File: src/rtl/logic_op_pkg.sv
// Shared definitions for the logic-op units and the result unpacker.
package logic_op_pkg;
    localparam int RESULT_W  = 32;
    localparam int OPERAND_W = 16;

    typedef enum logic [1:0] {IDLE, LO, HI} unpack_state_t;
endpackage

File: src/rtl/result_fifo.sv
// Circular buffer of result words; exposes the head word, the entry behind it, and the fill count.
module result_fifo
    import logic_op_pkg::*;
#(
    parameter int W     = RESULT_W,
    parameter int NW    = W,
    parameter int DEPTH = 2,
    localparam int PW   = $clog2(DEPTH),
    localparam int CW   = PW + 1
) (
    input  logic          clk,
    input  logic          rst,
    input  logic          push,
    input  logic          pop,
    input  logic [W-1:0]  pushData,
    output logic [W-1:0]  head,
    output logic [NW-1:0] headNext,
    output logic [CW-1:0] count
);
    logic [W-1:0]  mem [DEPTH];
    logic [PW-1:0] wrPtr;
    logic [PW-1:0] rdPtr;

    always_ff @(posedge clk) begin
        if (rst) begin
            wrPtr <= '0;
            rdPtr <= '0;
            count <= '0;
        end else begin
            if (push) wrPtr <= wrPtr + PW'(1);
            if (pop)  rdPtr <= rdPtr + PW'(1);
            count <= count + CW'(push) - CW'(pop);
        end
    end

    always_ff @(posedge clk) begin
        if (push) mem[wrPtr] <= pushData;
    end

    assign head     = mem[rdPtr];
    assign headNext = mem[rdPtr + PW'(1)][NW-1:0];
endmodule

File: src/rtl/result_unpacker.sv
// Splits buffered 32-bit result words into 16-bit beats, low half first.
// RESULT_UNPACKER_SKIP_ZERO_HI_EN: words with a zero high half are sent as a single beat.
//
// state | meaning
// IDLE  | nothing presented, buffer empty
// LO    | presenting low half of the head word
// HI    | presenting high half of the head word (final beat)
module result_unpacker
    import logic_op_pkg::*;
#(
    parameter int IN_W  = RESULT_W,
    parameter int OUT_W = OPERAND_W,
    parameter int DEPTH = 2,
    localparam int CW   = $clog2(DEPTH) + 1
) (
    input  logic             clk,
    input  logic             rst,
    input  logic [IN_W-1:0]  in_data,
    input  logic             in_valid,
    output logic             in_ready,
    output logic [OUT_W-1:0] out_data,
    output logic             out_valid,
    input  logic             out_ready,
    output logic             out_last,
    output logic [CW-1:0]    pending
);
`ifdef RESULT_UNPACKER_SKIP_ZERO_HI_EN
    localparam int PEEK_W = IN_W;
`else
    localparam int PEEK_W = OUT_W;
`endif

    unpack_state_t     state;
    logic [IN_W-1:0]   head;
    logic [PEEK_W-1:0] headNext;
    logic [PEEK_W-1:0] nextWord;
    logic [CW-1:0]     count;
    logic [CW-1:0]     countAfter;
    logic              push;
    logic              pop;
    logic              loadWord;
    logic              nextLast;

    result_fifo #(
        .W     (IN_W),
        .NW    (PEEK_W),
        .DEPTH (DEPTH)
    ) u_fifo (
        .clk      (clk),
        .rst      (rst),
        .push     (push),
        .pop      (pop),
        .pushData (in_data),
        .head     (head),
        .headNext (headNext),
        .count    (count)
    );

    // in_ready looks only at the registered count, never at out_ready
    assign in_ready   = !rst && (count != CW'(DEPTH));
    assign push       = in_valid && in_ready;
    assign pop        = out_valid && out_ready && out_last;
    assign countAfter = count + CW'(push) - CW'(pop);
    assign pending    = count;

    // Pick the word that becomes the new LO beat; a same-cycle push wins when nothing else is queued
    always_comb begin
        nextWord = in_data[PEEK_W-1:0];
        loadWord = 1'b0;
        if (state == IDLE) begin
            loadWord = (count != '0) || push;
            if (count != '0) nextWord = head[PEEK_W-1:0];
        end else if (pop) begin
            loadWord = (countAfter != '0);
            if (count > CW'(1)) nextWord = headNext;
        end
`ifdef RESULT_UNPACKER_SKIP_ZERO_HI_EN
        nextLast = (nextWord[IN_W-1:OUT_W] == '0);
`else
        nextLast = 1'b0;
`endif
    end

    always_ff @(posedge clk) begin
        if (rst) begin
            state     <= IDLE;
            out_valid <= 1'b0;
            out_data  <= '0;
            out_last  <= 1'b0;
        end else begin
            case (state)
                IDLE: begin
                    if (loadWord) begin
                        state     <= LO;
                        out_valid <= 1'b1;
                        out_data  <= nextWord[OUT_W-1:0];
                        out_last  <= nextLast;
                    end
                end
                LO, HI: begin
                    if (out_ready) begin
                        if (!out_last) begin
                            state    <= HI;
                            out_data <= head[IN_W-1:OUT_W];
                            out_last <= 1'b1;
                        end else if (loadWord) begin
                            state     <= LO;
                            out_valid <= 1'b1;
                            out_data  <= nextWord[OUT_W-1:0];
                            out_last  <= nextLast;
                        end else begin
                            state     <= IDLE;
                            out_valid <= 1'b0;
                            out_data  <= '0;
                            out_last  <= 1'b0;
                        end
                    end
                end
                default: begin
                    state     <= IDLE;
                    out_valid <= 1'b0;
                    out_data  <= '0;
                    out_last  <= 1'b0;
                end
            endcase
        end
    end
endmodule

File: config.mk
export PLATFORM = sky130hd
export DESIGN_NAME = result_unpacker
export DESIGN_NICKNAME = d
export VERILOG_FILES = /design/src/rtl/logic_op_pkg.sv /design/src/rtl/result_fifo.sv /design/src/rtl/result_unpacker.sv
export SDC_FILE = /design/constraint.sdc
export NUM_CORES = 1
export LEC_CHECK = 0
export CAP_MARGIN = 20
export CORE_ASPECT_RATIO = 0.8
export CORE_MARGIN = 2
export CORE_UTILIZATION = 55
export CTS_CLUSTER_DIAMETER = 150
export DETAILED_ROUTE_END_ITERATION = 12
export GPL_ROUTABILITY_DRIVEN = 0
export PLACE_DENSITY = 0.87
export SYNTH_ARGS = -nofsm -noshare
export SYNTH_HDL_FRONTEND = slang
export SYNTH_SLANG_ARGS = --single-unit
File: constraint.sdc
create_clock -name clk -period 4.01 [get_ports clk]
set_input_delay 0.6015 -clock clk [delete_from_list [all_inputs] [get_ports clk]]
set_output_delay 0.6015 -clock clk [all_outputs]
set_load 0.1 [all_outputs]
==> flow_summary_export.csv, run 1 <==
group,metric,value,unit
status,status,"finished, final reports clean",
sta,timing_hold_violations_final,0,
floorplan,die_w,101,µm
setup_path,critical_path_start_end_classification,"in -> reg",
sta,slew-limit-headroom,24.5,%
drt,vias_per_cell,6.10,
sta,worstMarginPinSlew,1.13,ns
min_path,worstHoldEndpoint,"out_data[8]",
sta,maxClockFrequency,0.305,GHz
flow_run,maxcap_viol_count,0,
global_routing,number_of_global_route_vias_before_repair,2922,
clock_network,cts_root_buffer,"sky130_fd_sc_hd__clkbuf_8",
synthesis,synthArstFlopShare,0,%
clock_network,worst_skew_pair.late_latency,0.36,ns
drt,drt_wl_total,8760,µm
synthesis,synth_enable_flop_cells,64,
sta,count_of_final_setup_violators,0,
floorplan,io_pins,57,
drt,post-route-drc-count,0,
global_routing,grt_util_all_layers,22.8,%
setup_path,worst_setup_path_end_kind,"flop",
drt,detail_route.wl_per_cell,18.6,µm
sta,post-route-period-util,81.8,%
drt,num_vias,2881,
setup_path,register_to_register_path_depth,7,
clock_network,tritoncts.num_buffers,9,
floorplan,design.die.area,0.00820,mm²
final_layout,drive_above_1_share,14.9,%
final_layout,syn2layout_area_growth,20.8,%
clock_network,post-cts-setup-buffers,0,
synthesis,mappedNetlistNets,365,
synthesis,synth.ff_latch_count,89,
min_path,whs_path_depth,1,
drt,detailedRoute.firstIterationViolations,171,
final_layout,most_common_library_cell_in_the_layout_ignoring_fill_and_taps,"sky130_fd_sc_hd__edfxtp_1",
setup_path,crit_path_max_fanout,16,
final_layout,commonest_cells_after_routing_fill_and_taps_aside,"64 x sky130_fd_sc_hd__edfxtp_1, 54 x sky130_fd_sc_hd__clkdlybuf4s50_1, 32 x sky130_fd_sc_hd__mux2i_1",
setup_path,r2r-start,"u_fifo.count[0]",
final_layout,finish.utilization,68.0,%
min_path,min_from,"out_data[8]",
synthesis,ys_dominant_reg_cell,"sky130_fd_sc_hd__edfxtp_1",
power,leakage,0.00174,µW
power,total_power_divided_by_cell_area,667,mW/mm²
final_layout,antenna_cells,0,
clock_network,clk_path_buf_depth,2,
synthesis,sequential_share_of_the_synthesized_area,58.8,%
sta,timing.final.crit_period,3.28,ns
sta,post-route-worst-setup-slack,0.731,ns
placed_design,preCtsSetupSlack,0.395,ns
sta,setup_tns,0,ns
clock_network,holdBufCountCts,0,
final_layout,nNetsFinal,416,
global_routing,grt_first_pass_wirelength,14100,µm
global_routing,grt-ovfl-total,0,
setup_path,endpoint_arrival_time_on_the_critical_path,3.59,ns
min_path,hold_path.class,"reg -> reg",
synthesis,syn-instance-count,326,
floorplan,core_region_area,0.00732,mm²
sta,finalMaxSlewViolations,0,
floorplan,num_rows,28,
synthesis,netlist_area,0.00412,mm²
clock_network,tritoncts,"built",
synthesis,postSynthAreaPerCell,12.6,µm²
placed_design,dp_hpwl,5400,µm
global_routing,antenna_found_initial,0,
sta,clock_skew,0.00758,ns
setup_path,worst_setup_sp_type,"input port",
clock_network,cts-htree-levels,3,
drt,final_antenna_net_count,0,
drt,firstDrtPassIters,6,
synthesis,yosys.cell_types.count,39,
floorplan,die_h,81.4,µm
synthesis,number_of_warnings_printed_during_yosys_synthesis,0,
clock_network,cts.reportedPaths.clkPinSlew,0.08,ns
placed_design,port-buffer-count,56,
floorplan,initial_standard_cell_utilization_of_the_core,56.3,%
global_routing,grt_max_degree,33,
power,irDropWorstVdd,0.000447,V
clock_network,cts_num_sinks,89,
setup_path,cp.required,4.32,ns
setup_path,reg2reg_setup_slack,1.04,ns
clock_network,number_of_instances_resized_during_post_cts_repair,0,
setup_path,reg2reg_to,"out_data[7]",
sta,setup_repair_after_global_routing_missed_its_margin,"no",
[area by class of cell]
class	instances	area, µm²
inverter	7	26.3
sequential	89	2420
clock inverter	6	91.3
clock buffer	10	128
fill	524	2340
multi-input combinational	204	1560
tap	90	113
timing repair buffer	66	634
[layer usage]
metal | up-vias | GRT usage (%) | share of wire, %
met5 | - | 0 | 0
met4 | 0 | 7.81 | 1.0
met3 | 10 | 7.40 | 8.0
met2 | 108 | 38.5 | 49
met1 | 1401 | 28.0 | 42
li1 | 1362 | - | -
[Yosys cell counts (3+ instances only)]
cell                        number  area share (%)
sky130_fd_sc_hd__a2111oi_0       6             1.3
sky130_fd_sc_hd__a2111oi_2       7             2.6
sky130_fd_sc_hd__a211o_1        26             5.5
sky130_fd_sc_hd__a211oi_1        4            0.73
sky130_fd_sc_hd__a21oi_1        23             2.8
sky130_fd_sc_hd__a221o_1         3            0.73
sky130_fd_sc_hd__buf_1           3            0.27
sky130_fd_sc_hd__buf_2           4            0.49
sky130_fd_sc_hd__clkbuf_1       18             1.6
sky130_fd_sc_hd__dfxtp_1        25              12
sky130_fd_sc_hd__edfxtp_1       64              47
sky130_fd_sc_hd__ha_1            3            0.91
sky130_fd_sc_hd__inv_1           7            0.64
sky130_fd_sc_hd__mux2_2         16             4.4
sky130_fd_sc_hd__mux2i_1        32             7.8
sky130_fd_sc_hd__nand2_1        16             1.5
sky130_fd_sc_hd__nor2_1         24             2.2
sky130_fd_sc_hd__nor2b_1         3            0.46
sky130_fd_sc_hd__nor3_1         16             1.9
sky130_fd_sc_hd__o221a_2         3            0.82
[power breakdown]
group | internal, µW | switching [µW] | total [µW]
sequential | 1110 | 83.0 | 1200
clock | 354 | 313 | 668
combinational | 421 | 1040 | 1460
[worst max path at each step]
| stage | to | slack [ns] | startpoint | depth (start not counted) |
|---|---|---|---|---|
| floorplan | u_fifo.mem[0][0] | 0.21 | u_fifo.count[0] | 4 |
| global placement | out_data[4] | 0.65 | in_valid | 8 |
| detailed placement | out_data[7] | 0.40 | in_valid | 8 |
| CTS | out_data[7] | 0.75 | in_valid | 8 |
| global route | out_data[7] | 0.54 | in_valid | 8 |
| finish | out_data[7] | 0.73 | in_valid | 8 |
[critical path, cell delays in order]
cell and delay (ns):
sky130_fd_sc_hd__clkdlybuf4s50_1 0.48, sky130_fd_sc_hd__inv_1 0.04, sky130_fd_sc_hd__a211oi_1 0.45, sky130_fd_sc_hd__ha_1 0.29
sky130_fd_sc_hd__xor3_1 0.24, sky130_fd_sc_hd__a2111o_1 0.74, sky130_fd_sc_hd__a2111oi_0 0.58, sky130_fd_sc_hd__a211o_1 0.16
[cells by family (layout without fill, tap and decap cells)]
group	count (synthesis)	in the layout	synth area share, %
flops	89	89	58.8
compound gates	80	80	15.9
simple gates	68	68	7.47
mux	48	48	12.1
buf+inv	33	89	3.31
xor+xnor	5	5	1.43
fa+ha+maj	3	3	0.911
[through the flow]
stage | area [µm²] | power, µW | instances | hold slack, ns
2_1_floorplan | 4120 | 2290 | 326 | 0.449
3_3_place_gp | 4750 | 2630 | 455 | 0.464
3_5_place_dp | 4750 | 2650 | 455 | 0.462
4_1_cts | 4970 | 3310 | 471 | 0.481
5_1_grt | 4980 | 3470 | 472 | 0.499
6_report | 4980 | 3320 | 472 | 0.478
[state kept, by name, summed over array words and instances (netlist names), named ones only]
| register | cells |
|---|---|
| u_fifo.rdPtr | 1 |
| out_data | 16 |
| out_valid | 1 |
| u_fifo.count | 2 |
| u_fifo.wrPtr | 1 |
| out_last | 1 |
| state | 2 |
| u_fifo.mem | 64 |
Note: power is estimated with default switching activity, not from simulation.
==> inputs of run 2 (changes only) <==
==> constraint.sdc (replaced) <==
create_clock -name clk -period 3.1 [get_ports clk]
set_input_delay 0.465 -clock clk [delete_from_list [all_inputs] [get_ports clk]]
set_output_delay 0.465 -clock clk [all_outputs]
set_load 0.1 [all_outputs]
==> run 2 against run 1 <==
Effect of this change:
- sequential power is 29% higher
- via count is 1.9% higher
- combinational power is 29% higher
- count of clock-buffer cells in the layout stayed put
- largest power group unchanged
- die area stayed put
- register-to-register slack worse by 0.53 ns
==> flow_summary_export.csv, run 2 (same netlist as run 1, synthesis figures left out) <==
group,metric,value,unit
status,status,"finished, final reports clean",
power,p_total,4310,µW
clock_network,cts.reportedPaths.clkPinSlew,0.08,ns
setup_path,worst_setup_sp_type,"input port",
sta,setup_repair_after_global_routing_missed_its_margin,"no",
drt,detail_route.wl_per_cell,19.0,µm
clock_network,cts_root_buffer,"sky130_fd_sc_hd__clkbuf_8",
final_layout,finish.utilization,68.1,%
global_routing,number_of_global_route_vias_before_repair,3005,
placed_design,dp_hpwl,5810,µm
final_layout,commonest_cells_after_routing_fill_and_taps_aside,"64 x sky130_fd_sc_hd__edfxtp_1, 39 x sky130_fd_sc_hd__buf_4, 35 x sky130_fd_sc_hd__clkdlybuf4s50_1",
clock_network,worst_skew_pair.late_latency,0.36,ns
sta,count_of_final_setup_violators,0,
setup_path,endpoint_arrival_time_on_the_critical_path,3.07,ns
sta,maxClockFrequency,0.361,GHz
setup_path,critical_path.slowest_cell,"sky130_fd_sc_hd__clkdlybuf4s50_1",
power,leakage,0.00181,µW
final_layout,largestRegisters,"u_fifo.mem: 64 flops, out_data: 16 flops",
final_layout,nNetsFinal,424,
setup_path,critical-path-max-stage-delay,0.53,ns
placed_design,port-buffer-count,56,
sta,finalMaxSlewViolations,0,
sta,slew-limit-headroom,65.4,%
floorplan,core_region_area,0.00732,mm²
global_routing,grt_first_pass_wirelength,14700,µm
final_layout,largest_register_ff_count,64,
clock_network,cts-htree-levels,3,
floorplan,die_w,101,µm
setup_path,register_to_register_path_depth,8,
sta,timing.final.crit_period,2.77,ns
flow_run,maxcap_viol_count,0,
drt,firstDrtPassIters,4,
final_layout,antenna_cells,0,
power,irDropWorstVdd,0.000652,V
final_layout,drive_above_1_share,21.8,%
floorplan,io_pins,57,
final_layout,most_common_library_cell_in_the_layout_ignoring_fill_and_taps,"sky130_fd_sc_hd__edfxtp_1",
setup_path,cp_cell_sequence,"clkdlybuf4s50_1, nand3_1, xnor2_1, ha_1, xor3_1, a2111o_1, buf_4, a2111oi_0, a211o_1",
drt,vias_per_cell,6.12,
global_routing,grt_util_all_layers,24.0,%
clock_network,post-cts-setup-buffers,0,
final_layout,syn2layout_area_growth,21.1,%
setup_path,worst_setup_path_end_kind,"flop",
sta,setup_tns,0,ns
setup_path,endpoint,"out_data[10]",
floorplan,num_rows,28,
global_routing,antenna_found_initial,0,
global_routing,grt_max_degree,33,
placed_design,preCtsSetupSlack,-0.0138,ns
setup_path,cp.required,3.40,ns
sta,worstMarginPinSlew,0.519,ns
setup_path,critical_path_start_end_classification,"in -> reg",
clock_network,holdBufCountCts,0,
sta,post-route-worst-setup-slack,0.332,ns
setup_path,crit_path_max_fanout,16,
floorplan,design.die.area,0.00820,mm²
setup_path,r2r-start,"out_last",
sta,whs,0.477,ns
setup_path,origin_of_the_worst_setup_path,"out_ready",
drt,drt_wl_total,9110,µm
clock_network,tritoncts.num_buffers,9,
drt,post-route-drc-count,0,
drt,final_antenna_net_count,0,
floorplan,initial_standard_cell_utilization_of_the_core,56.3,%
clock_network,tritoncts,"built",
clock_network,cts_num_sinks,89,
global_routing,grt-ovfl-total,0,
setup_path,reg2reg_to,"out_data[10]",
drt,num_vias,2937,
final_layout,largest_register,"u_fifo.mem",
sta,post-route-period-util,89.3,%
drt,detailedRoute.firstIterationViolations,215,
setup_path,reg2reg_setup_slack,0.51,ns
power,total_power_divided_by_cell_area,864,mW/mm²
clock_network,number_of_instances_resized_during_post_cts_repair,0,
min_path,hold_path.class,"reg -> reg",
clock_network,clk_path_buf_depth,2,
sta,clock_skew,0.0103,ns
floorplan,die_h,81.4,µm
sta,timing_hold_violations_final,0,
-- run 2: worst min-delay path by stage --
stage | startpoint | end | slack [ns] | depth (start not counted)
final | out_data[2] | out_data[2] | 0.48 | 1
after detailed placement | out_data[3] | out_data[3] | 0.46 | 1
after global placement | out_data[2] | out_data[2] | 0.46 | 1
after floorplan | state[1] | state[1] | 0.45 | 2
after CTS | out_data[3] | out_data[3] | 0.48 | 1
after global routing | out_data[2] | out_data[2] | 0.50 | 1
-- run 2: report_power, final --
| group | internal (µW) | switching (µW) | leakage [µW] |
|---|---|---|---|
| clock | 459 | 418 | 0.000109 |
| sequential | 1440 | 106 | 0.000794 |
| combinational | 530 | 1350 | 0.000907 |
| total | 2430 | 1880 | 0.00181 |
-- run 2: final cells by class --
cell class,instances,area [µm²]
Clock buffer,10,128
Clock inverter,6,90.1
Fill cell,525,2330
Inverter,7,26.3
Multi-Input combinational cell,204,1560
Sequential cell,89,2420
Tap cell,90,113
Timing Repair Buffer,74,643
-- run 2: layer usage --
metal	GRT usage (%)	vias to the layer above	wire, µm
li1	-	1374	-
met1	30.1	1428	3960
met2	40.1	115	4390
met3	6.38	20	637
met4	10.0	0	126
met5	0	-	0
-- run 2: through the flow --
stage               instances  area (µm²)
finish                    480        4990
global route              480        4990
CTS                       479        4980
detailed placement        463        4760
global placement          463        4760
floorplan                 326        4130
-- run 2: worst max-delay path: cells and delay by family --
family / cells / cell delay [ns]
AOI/OAI and AO/OA: 3 / 1.00
xor gates and xnor gates: 2 / 0.46
buffers and inverters: 2 / 0.75
and+or+nand+nor: 1 / 0.14
adders and majority gates: 1 / 0.24
